File: src/rtl/time_disp.sv
`default_nettype none
// ============================================================================
// Module   : time_disp
// Purpose  : Sequential double-dabble conversion of sec/min/hour into BCD,
//            driving a 6-digit multiplexed active-low seven-segment display.
//            Optional macro LEAD_ZERO_BLANK_EN blanks a zero hour-tens digit.
// Revision : 1.0 - initial release
// ============================================================================
module time_disp (
    input  logic       clk,
    input  logic       rst,
    input  logic [5:0] sec,
    input  logic [5:0] min,
    input  logic [5:0] hour,
    input  logic       scan_tick,
    output logic [7:0] seg,
    output logic [5:0] sel,
    output logic       busy
);

    typedef enum logic [1:0] {
        IDLE   = 2'd0,
        LOAD   = 2'd1,
        SHIFT  = 2'd2,
        COMMIT = 2'd3
    } state_t;

    localparam logic [2:0] C_LAST_SHIFT = 3'd5;
    localparam logic [1:0] C_LAST_FIELD = 2'd2;
    localparam logic [2:0] C_LAST_DIGIT = 3'd5;

    state_t     r_state;
    state_t     w_state_nxt;
    logic [1:0] r_field;
    logic [2:0] r_shift_cnt;
    logic [5:0] r_snap_min;
    logic [5:0] r_snap_hour;
    logic [5:0] r_bin;
    logic [7:0] r_bcd;
    logic [7:0] r_shadow_sec;
    logic [7:0] r_shadow_min;
    logic [7:0] r_shadow_hour;
    logic [7:0] r_disp_sec;
    logic [7:0] r_disp_min;
    logic [7:0] r_disp_hour;
    logic [2:0] r_idx;
    logic [7:0] r_seg;
    logic [5:0] r_sel;

    logic [7:0] w_bcd_adj;
    logic [7:0] w_bcd_shifted;
    logic [3:0] w_digit;
    logic [7:0] w_seg;
    logic [5:0] w_sel;

    function automatic logic [7:0] seg7(input logic [3:0] v);
        logic [7:0] r;
        case (v)
            4'd0:    r = 8'hC0;
            4'd1:    r = 8'hF9;
            4'd2:    r = 8'hA4;
            4'd3:    r = 8'hB0;
            4'd4:    r = 8'h99;
            4'd5:    r = 8'h92;
            4'd6:    r = 8'h82;
            4'd7:    r = 8'hF8;
            4'd8:    r = 8'h80;
            4'd9:    r = 8'h90;
            default: r = 8'hFF;
        endcase
        return r;
    endfunction

    // ---------------- control FSM ----------------
    always_ff @(posedge clk or posedge rst) begin
        if (rst) r_state <= IDLE;
        else     r_state <= w_state_nxt;
    end

    always_comb begin
        w_state_nxt = r_state;
        case (r_state)
            IDLE:    w_state_nxt = LOAD;
            LOAD:    w_state_nxt = SHIFT;
            SHIFT: begin
                if (r_shift_cnt == C_LAST_SHIFT)
                    w_state_nxt = (r_field == C_LAST_FIELD) ? COMMIT : LOAD;
            end
            COMMIT:  w_state_nxt = IDLE;
            default: w_state_nxt = IDLE;
        endcase
    end

    assign busy = (r_state != IDLE);

    // ---------------- double-dabble datapath ----------------
    always_comb begin
        w_bcd_adj = r_bcd;
        if (r_bcd[3:0] >= 4'd5) w_bcd_adj[3:0] = r_bcd[3:0] + 4'd3;
        if (r_bcd[7:4] >= 4'd5) w_bcd_adj[7:4] = r_bcd[7:4] + 4'd3;
        w_bcd_shifted = {w_bcd_adj[6:0], r_bin[5]};
    end

    always_ff @(posedge clk or posedge rst) begin
        if (rst) begin
            r_field       <= 2'd0;
            r_shift_cnt   <= 3'd0;
            r_snap_min    <= 6'd0;
            r_snap_hour   <= 6'd0;
            r_bin         <= 6'd0;
            r_bcd         <= 8'd0;
            r_shadow_sec  <= 8'd0;
            r_shadow_min  <= 8'd0;
            r_shadow_hour <= 8'd0;
            r_disp_sec    <= 8'd0;
            r_disp_min    <= 8'd0;
            r_disp_hour   <= 8'd0;
        end else begin
            case (r_state)
                IDLE: r_field <= 2'd0;
                LOAD: begin
                    r_bcd       <= 8'd0;
                    r_shift_cnt <= 3'd0;
                    // All three fields are captured together so a pass is coherent
                    if (r_field == 2'd0) begin
                        r_bin       <= sec;
                        r_snap_min  <= min;
                        r_snap_hour <= hour;
                    end else if (r_field == 2'd1) begin
                        r_bin <= r_snap_min;
                    end else begin
                        r_bin <= r_snap_hour;
                    end
                end
                SHIFT: begin
                    r_bcd       <= w_bcd_shifted;
                    r_bin       <= {r_bin[4:0], 1'b0};
                    r_shift_cnt <= r_shift_cnt + 3'd1;
                    if (r_shift_cnt == C_LAST_SHIFT) begin
                        case (r_field)
                            2'd0:    r_shadow_sec  <= w_bcd_shifted;
                            2'd1:    r_shadow_min  <= w_bcd_shifted;
                            default: r_shadow_hour <= w_bcd_shifted;
                        endcase
                        r_field <= r_field + 2'd1;
                    end
                end
                COMMIT: begin
                    r_disp_sec  <= r_shadow_sec;
                    r_disp_min  <= r_shadow_min;
                    r_disp_hour <= r_shadow_hour;
                    r_field     <= 2'd0;
                end
                default: r_field <= 2'd0;
            endcase
        end
    end

    // ---------------- digit scan ----------------
    always_ff @(posedge clk or posedge rst) begin
        if (rst) begin
            r_idx <= 3'd0;
        end else if (r_idx > C_LAST_DIGIT) begin
            r_idx <= 3'd0;
        end else if (scan_tick) begin
            r_idx <= (r_idx == C_LAST_DIGIT) ? 3'd0 : r_idx + 3'd1;
        end
    end

    always_comb begin
        w_digit = 4'hF;
        case (r_idx)
            3'd0:    w_digit = r_disp_sec[3:0];
            3'd1:    w_digit = r_disp_sec[7:4];
            3'd2:    w_digit = r_disp_min[3:0];
            3'd3:    w_digit = r_disp_min[7:4];
            3'd4:    w_digit = r_disp_hour[3:0];
            3'd5:    w_digit = r_disp_hour[7:4];
            default: w_digit = 4'hF;
        endcase
        w_seg = seg7(w_digit);
        // Decimal points separate the sec/min and min/hour pairs
        if (r_idx == 3'd2 || r_idx == 3'd4) w_seg[7] = 1'b0;
`ifdef LEAD_ZERO_BLANK_EN
        if (r_idx == 3'd5 && r_disp_hour[7:4] == 4'd0) w_seg = 8'hFF;
`endif
        w_sel = ~(6'b000001 << r_idx);
    end

    always_ff @(posedge clk or posedge rst) begin
        if (rst) begin
            r_seg <= 8'hFF;
            r_sel <= 6'b111111;
        end else begin
            r_seg <= w_seg;
            r_sel <= w_sel;
        end
    end

    assign seg = r_seg;
    assign sel = r_sel;

endmodule
`default_nettype wire

File: config.mk
export PLATFORM = sky130hd
export DESIGN_NAME = time_disp
export DESIGN_NICKNAME = d
export VERILOG_FILES = /design/src/rtl/time_disp.sv
export SDC_FILE = /design/constraint.sdc
export NUM_CORES = 1
export LEC_CHECK = 0
export BUFFER_PORTS_ARGS = -buffer_cell sky130_fd_sc_hd__buf_2
export CAP_MARGIN = 20
export CORE_ASPECT_RATIO = 0.7
export CORE_UTILIZATION = 54
export DETAILED_ROUTE_END_ITERATION = 10
export GPL_TIMING_DRIVEN = 0
export PLACE_DENSITY = 0.81
export SLEW_MARGIN = 20
export SYNTH_ARGS = -nofsm -noshare
export SYNTH_HDL_FRONTEND = slang
export SYNTH_SLANG_ARGS = --single-unit
export TNS_END_PERCENT = 30
File: constraint.sdc
create_clock -name clk -period 3 [get_ports clk]
set_clock_uncertainty 0.15 [all_clocks]
set_input_delay 0.15 -clock clk [delete_from_list [all_inputs] [get_ports clk]]
set_output_delay 0.15 -clock clk [all_outputs]
set_load 0.01 [all_outputs]
==> metrics, run 1 <==
outcome complete, no violations; share of layout cells above drive strength 1 25.1%; io pins 36; Slew @ Worst Pin 0.661 ns; Core ar. 7940 µm²; Seq/Total Area, Yosys 55.1%; syn_nets 431; Antenna Nets Post-Route 0; worst r2r src r_idx[0]; die area 8670 µm²; area grow syn2layout 18.8%; die span in y 78.2 µm; Startpoint Class register; crit path DAT 2.69 ns; largest net degree at the start of global routing 79; async set-reset flop share out of synthesis 100%; vias per cell 5.68; hold path depth 4; dpl cells 529; hold wc startpoint sec[0]; Post-route DRC 0; Post-Syn Instances 392; total CTS buffers 9; unrepaired setup endpoints after global routing no; P per Cell Area 764 nW/µm²; #FFs+latches synth 98; Chip Width 111 µm; kind of critical path register to register; DR iter-0 viols 148; Routed Wire Length 9.41 mm; Worst Path Required 3.08 ns; Post-synth EDFFs 0; reg-to-reg endpoint seg[5]; final number of hold-violating endpoints 0; # fillers 575; flop2flop setup slack 0.40 ns; maximum clock insertion buffer count 2; final hold slack 0.0812 ns; Max Slew Vio Count 0; crit path from r_idx[0]; Sink Count 98; IO Port Bufs 35; final period utilization 86.8%; max_cap viols 0; final worst path period need 2.60 ns; Critical Path Slowest Stage Cell or4_1; first-pass GRT wire length 16.0 mm; starting density of the core 56.4%; max incr delay on CP 0.51 ns; slew margin rel. 55.9%; vias in the first global route 3200; clock slew at the register clock pins of the worst setup and hold paths 0.07 ns; crit-path cells buf_4 -> and2_1 -> ha_1 -> a22o_1 -> or4_1 -> buf_2 -> a211oi_1 -> a31oi_1; initial antenna violation count 0; warnings from Yosys 0; maximum clock frequency 384 MHz; Unique masters post-synth 48; Reg2Reg Depth 8; worst vdd ir 0.000578 V; nets 492; total gr overflow 0; final setup violating endpoints 0; final antenna diode count 0; synthesized area 4480 µm²; DR WL/cell 16.8 µm; Leakage 2.37 nW; placed instance area 4810 µm²; clk_lat worst skew 0.34 ns; syn_area_per_cell 11.4 µm²; root buffer cell clkbuf_16; DR vias 3176; gr usage total 23.8%; Finished Cell Area 5320 µm²; CTS tree done; hpwl dp 6.41 mm; H-tree depth 3; Setup crit end kind register; fin cells 559; HP Class input port to register; worst-path maximum fanout 10; PostCTS Resize Cnt 0; Hold EP r_bin[0]; Most used DFF post-synth dfrtp_1; first drt pass iteration count 4; row count 27; GPL Wtd Cong 0.831
[worst max-delay path: cells and delay by family, from the launching register on]
kind,cells,cell delay (ns)
AO/OA/AOI/OAI,3,0.60
flip-flops,1,0.47
AND/OR/NAND/NOR,2,0.65
buffers and inverters,2,0.38
adder cells (fa/ha/maj),1,0.25
[placed cells by master, fill, tap and decap left out, types with 3 or more instances in the layout]
cell type,synthesis,layout
mux2_1,5,5
o21ai_1,26,26
nand3_1,9,9
clkbuf_1,14,14
buf_2,1,36
and2_1,5,5
inv_2,3,3
a32o_1,3,3
nor3b_1,4,4
dfrtp_1,84,84
clkbuf_16,0,13
nand2_1,45,45
mux2i_1,14,14
a21oi_1,16,16
nand2b_1,6,6
o21ai_0,10,10
buf_6,4,4
inv_1,18,17
clkbuf_8,0,3
nor2_1,16,16
xnor2_1,3,3
ha_1,18,18
mux2_2,36,36
dfstp_2,14,14
dlygate4sd3_1,0,14
o22ai_1,6,6
[what timing repair did]
action,in CTS,in global routing
hold buffers,14,0
hold endpoints to repair,112,0
buffers inserted,0,0
[per-layer routing]
metal	wire, µm	vias to the layer above	track usage, %	share of wire (%)
li1	-	1485	-	-
met5	0	-	0	0
met2	4510	73	38.6	48
met1	4350	1609	33.1	46
met4	80	0	4.80	0.85
met3	465	9	5.56	4.9
[how the worst max path moves through the flow]
stage | cells past startpoint | end | slack, ns
final | 8 | seg[5] | 0.40
after global routing | 8 | seg[5] | 0.29
after CTS | 8 | seg[5] | 0.43
after detailed placement | 8 | seg[5] | 0.45
after global placement | 2 | r_disp_hour[2] | -0.83
after floorplan | 1 | r_bcd[0] | 0.16
[cell usage after synthesis, types with 3 or more instances]
cell / number / area [µm²]
dfrtp_1: 84 / 2100
nand2_1: 45 / 169
mux2_2: 36 / 405
o21ai_1: 26 / 130
ha_1: 18 / 225
inv_1: 18 / 67.6
a21oi_1: 16 / 80.1
nor2_1: 16 / 60.1
clkbuf_1: 14 / 52.6
dfstp_2: 14 / 368
mux2i_1: 14 / 140
o21ai_0: 10 / 50.1
nand3_1: 9 / 45.0
nand2b_1: 6 / 37.5
o22ai_1: 6 / 37.5
and2_1: 5 / 31.3
mux2_1: 5 / 56.3
buf_6: 4 / 45.0
nor3b_1: 4 / 30.0
a32o_1: 3 / 30.0
inv_2: 3 / 11.3
xnor2_1: 3 / 26.3
[logic make-up (layout without fill, tap and decap cells)]
group	Yosys count	after routing	synth area share, %
mux	55	55	13.4
flops	98	98	55.1
simple gates	94	94	9.80
buf+inv	41	107	4.22
xor+xnor	4	4	0.782
fa+ha+maj	18	18	5.03
compound gates	82	82	11.6
[state kept, by name, summed over array words and instances, names as in the netlist, 8 cells and up]
signal / flops
r_disp_hour: 8
r_bcd: 8
seg: 8
r_disp_sec: 8
r_disp_min: 8
r_shadow_sec: 8
r_shadow_hour: 8
r_shadow_min: 8
[stage by stage]
stage / setup slack (ns) / setup TNS (ns) / util [%] / power [mW]
after global routing: 0.289 / 0 / 67.0 / 4.27
after CTS: 0.430 / 0 / 67.0 / 4.07
after detailed placement: 0.452 / 0 / 60.6 / 2.74
final: 0.396 / 0 / 67.0 / 4.07
after global placement: -0.831 / -69.43 / 60.2 / 2.68
after floorplan: 0.161 / 0 / - / 2.45
[power by group]
part / internal [mW] / total, mW / switching (mW)
logic: 0.447 / 1.04 / 0.593
registers: 1.60 / 1.71 / 0.115
clock network: 0.833 / 1.31 / 0.478
[cell type report]
type	instances	area [µm²]	share of cell area [%]
tap	101	126	2.38
multi-input combinational	253	1820	34.2
timing repair buffer	50	343	6.44
clock buffer	16	367	6.89
buffer	20	110	2.07
inverter	21	83.8	1.58
sequential	98	2470	46.4
(Power assumes the default switching activity.)
==> inputs of run 2 (changes only) <==
--- a/config.mk
+++ b/config.mk
@@ -11,6 +11,7 @@
 export CORE_UTILIZATION = 54
 export DETAILED_ROUTE_END_ITERATION = 10
 export GPL_TIMING_DRIVEN = 0
+export MAX_ROUTING_LAYER = met4
 export PLACE_DENSITY = 0.81
 export SLEW_MARGIN = 20
 export SYNTH_ARGS = -nofsm -noshare
==> constraint.sdc (replaced) <==
create_clock -name clk -period 3 [get_ports clk]
set_clock_uncertainty 0.15 [all_clocks]
set_input_delay 0.3 -clock clk [delete_from_list [all_inputs] [get_ports clk]]
set_output_delay 0.3 -clock clk [all_outputs]
set_load 0.01 [all_outputs]
==> metrics, run 2 (synthesized netlist as in run 1, its figures left out) <==
outcome complete, no violations; vias in the first global route 3143; Chip Width 111 µm; PostCTS Resize Cnt 0; crit-path cells buf_4 -> and2_1 -> ha_1 -> a22o_1 -> or4_1 -> buf_2 -> a211oi_1 -> a31oi_1; first-pass GRT wire length 15.8 mm; slew margin rel. 55.6%; Critical Path Slowest Stage Cell or4_1; hpwl dp 6.41 mm; largest net degree at the start of global routing 79; final worst path period need 2.61 ns; share of layout cells above drive strength 1 25.8%; Setup crit end kind register; final antenna diode count 0; DR vias 3125; Slew @ Worst Pin 0.667 ns; crit path DAT 2.69 ns; Startpoint Class register; die area 8670 µm²; Core Util, Final 65.4%; row count 27; Max Slew Vio Count 0; IO Port Bufs 35; initial antenna violation count 0; first drt pass iteration count 4; clk_lat worst skew 0.34 ns; clock slew at the register clock pins of the worst setup and hold paths 0.07 ns; WP buf/inv 2; P per Cell Area 780 nW/µm²; most frequent cells in the layout dfrtp_1, nand2_1, mux2_2, buf_2, o21ai_1; unrepaired setup endpoints after global routing no; io pins 36; max incr delay on CP 0.51 ns; GPL Wtd Cong 0.844; CTS tree done; root buffer cell clkbuf_16; gr usage total 24.1%; Routed Wire Length 9.23 mm; Worst Path Required 3.08 ns; DR iter-0 viols 166; nets 479; Core ar. 7940 µm²; DR WL/cell 16.9 µm; final period utilization 87.2%; Post-route DRC 0; overall power 4.05 mW; die span in y 78.2 µm; commonest non-fill, non-tap cell in the layout dfrtp_1; final setup violating endpoints 0; Sink Count 98; kind of critical path register to register; HP Class input port to register; worst-path maximum fanout 10; worst vdd ir 0.000578 V; max_cap viols 0; H-tree depth 3; CP delay by family, top simple AND/OR/NAND/NOR gates; final number of hold-violating endpoints 0; maximum clock frequency 382 MHz; Leakage 2.32 nW; vias per cell 5.72; total CTS buffers 9; total gr overflow 0; area grow syn2layout 15.9%; Antenna Nets Post-Route 0; starting density of the core 56.4%; maximum clock insertion buffer count 2
==> run 2: cell types whose count changed in the layout (fill, tap and decap cells not counted) <==
cell	delta
dlygate4sd3_1	-13
==> run 2: worst paths after layout <==
| check | start | end | slack [ns] | cells after the start |
|---|---|---|---|---|
| max reg2reg | r_idx[0] | seg[5] | 0.39 | 8 |
| max in group asynchronous | rst | r_idx[2] | 1.78 | 4 |
| max | r_idx[0] | seg[5] | 0.39 | 8 |
| min in group asynchronous | rst | r_idx[1] | 0.30 | 3 |
| min reg2reg | r_shadow_hour[1] | r_shadow_hour[1] | 0.33 | 2 |
| min | min[1] | r_snap_min[1] | 0.03 | 2 |
==> run 2: worst register-to-register path: cells and delay by family (launching register included) <==
kind                       cells  cell delay [ns]
DFF                            1             0.47
AOI/OAI and AO/OA              3             0.60
and+or+nand+nor                2             0.65
buffers and inverters          2             0.38
adders and majority gates      1             0.25
==> run 2: power breakdown <==
group | switching [mW] | leakage, nW | internal (mW) | total, mW
Combinational | 0.589 | 0.941 | 0.436 | 1.02
Sequential | 0.115 | 1.19 | 1.60 | 1.71
Clock | 0.476 | 0.182 | 0.833 | 1.31
==> run 2: metal layers <==
layer / GRT usage [%] / vias to the layer above / wire length (µm)
li1: - / 1465 / -
met1: 32.3 / 1571 / 4320
met2: 38.0 / 75 / 4380
met3: 5.87 / 14 / 438
met4: 5.07 / 0 / 97
met5: - / - / 0
==> run 2: metrics by stage <==
stage	worst slack, ns	setup TNS [ns]	std cells	area [µm²]	hold slack (ns)
detailed placement	0.452	0	529	4810	0.0989
global placement	-0.981	-82.63	528	4780	0.313
global route	0.277	0	546	5190	0.0285
floorplan	0.0111	0	392	4480	0.282
CTS	0.430	0	546	5190	0.0204
finish	0.385	0	546	5190	0.0298
==> run 2: timing repair <==
action,CTS,global route
hold buffers,1,0
endpoints found under the hold margin,20,0
setup buffers,0,0
==> run 2: final cells by class <==
type                    instances  area (µm²)
plain buffers                  20         110
clock buffers                  16         367
well taps                     101         126
flip-flops and latches         98        2470
inverters                      21        83.8
fillers                       586        2750
repair buffers                 37         213
multi-input cells             253        1820
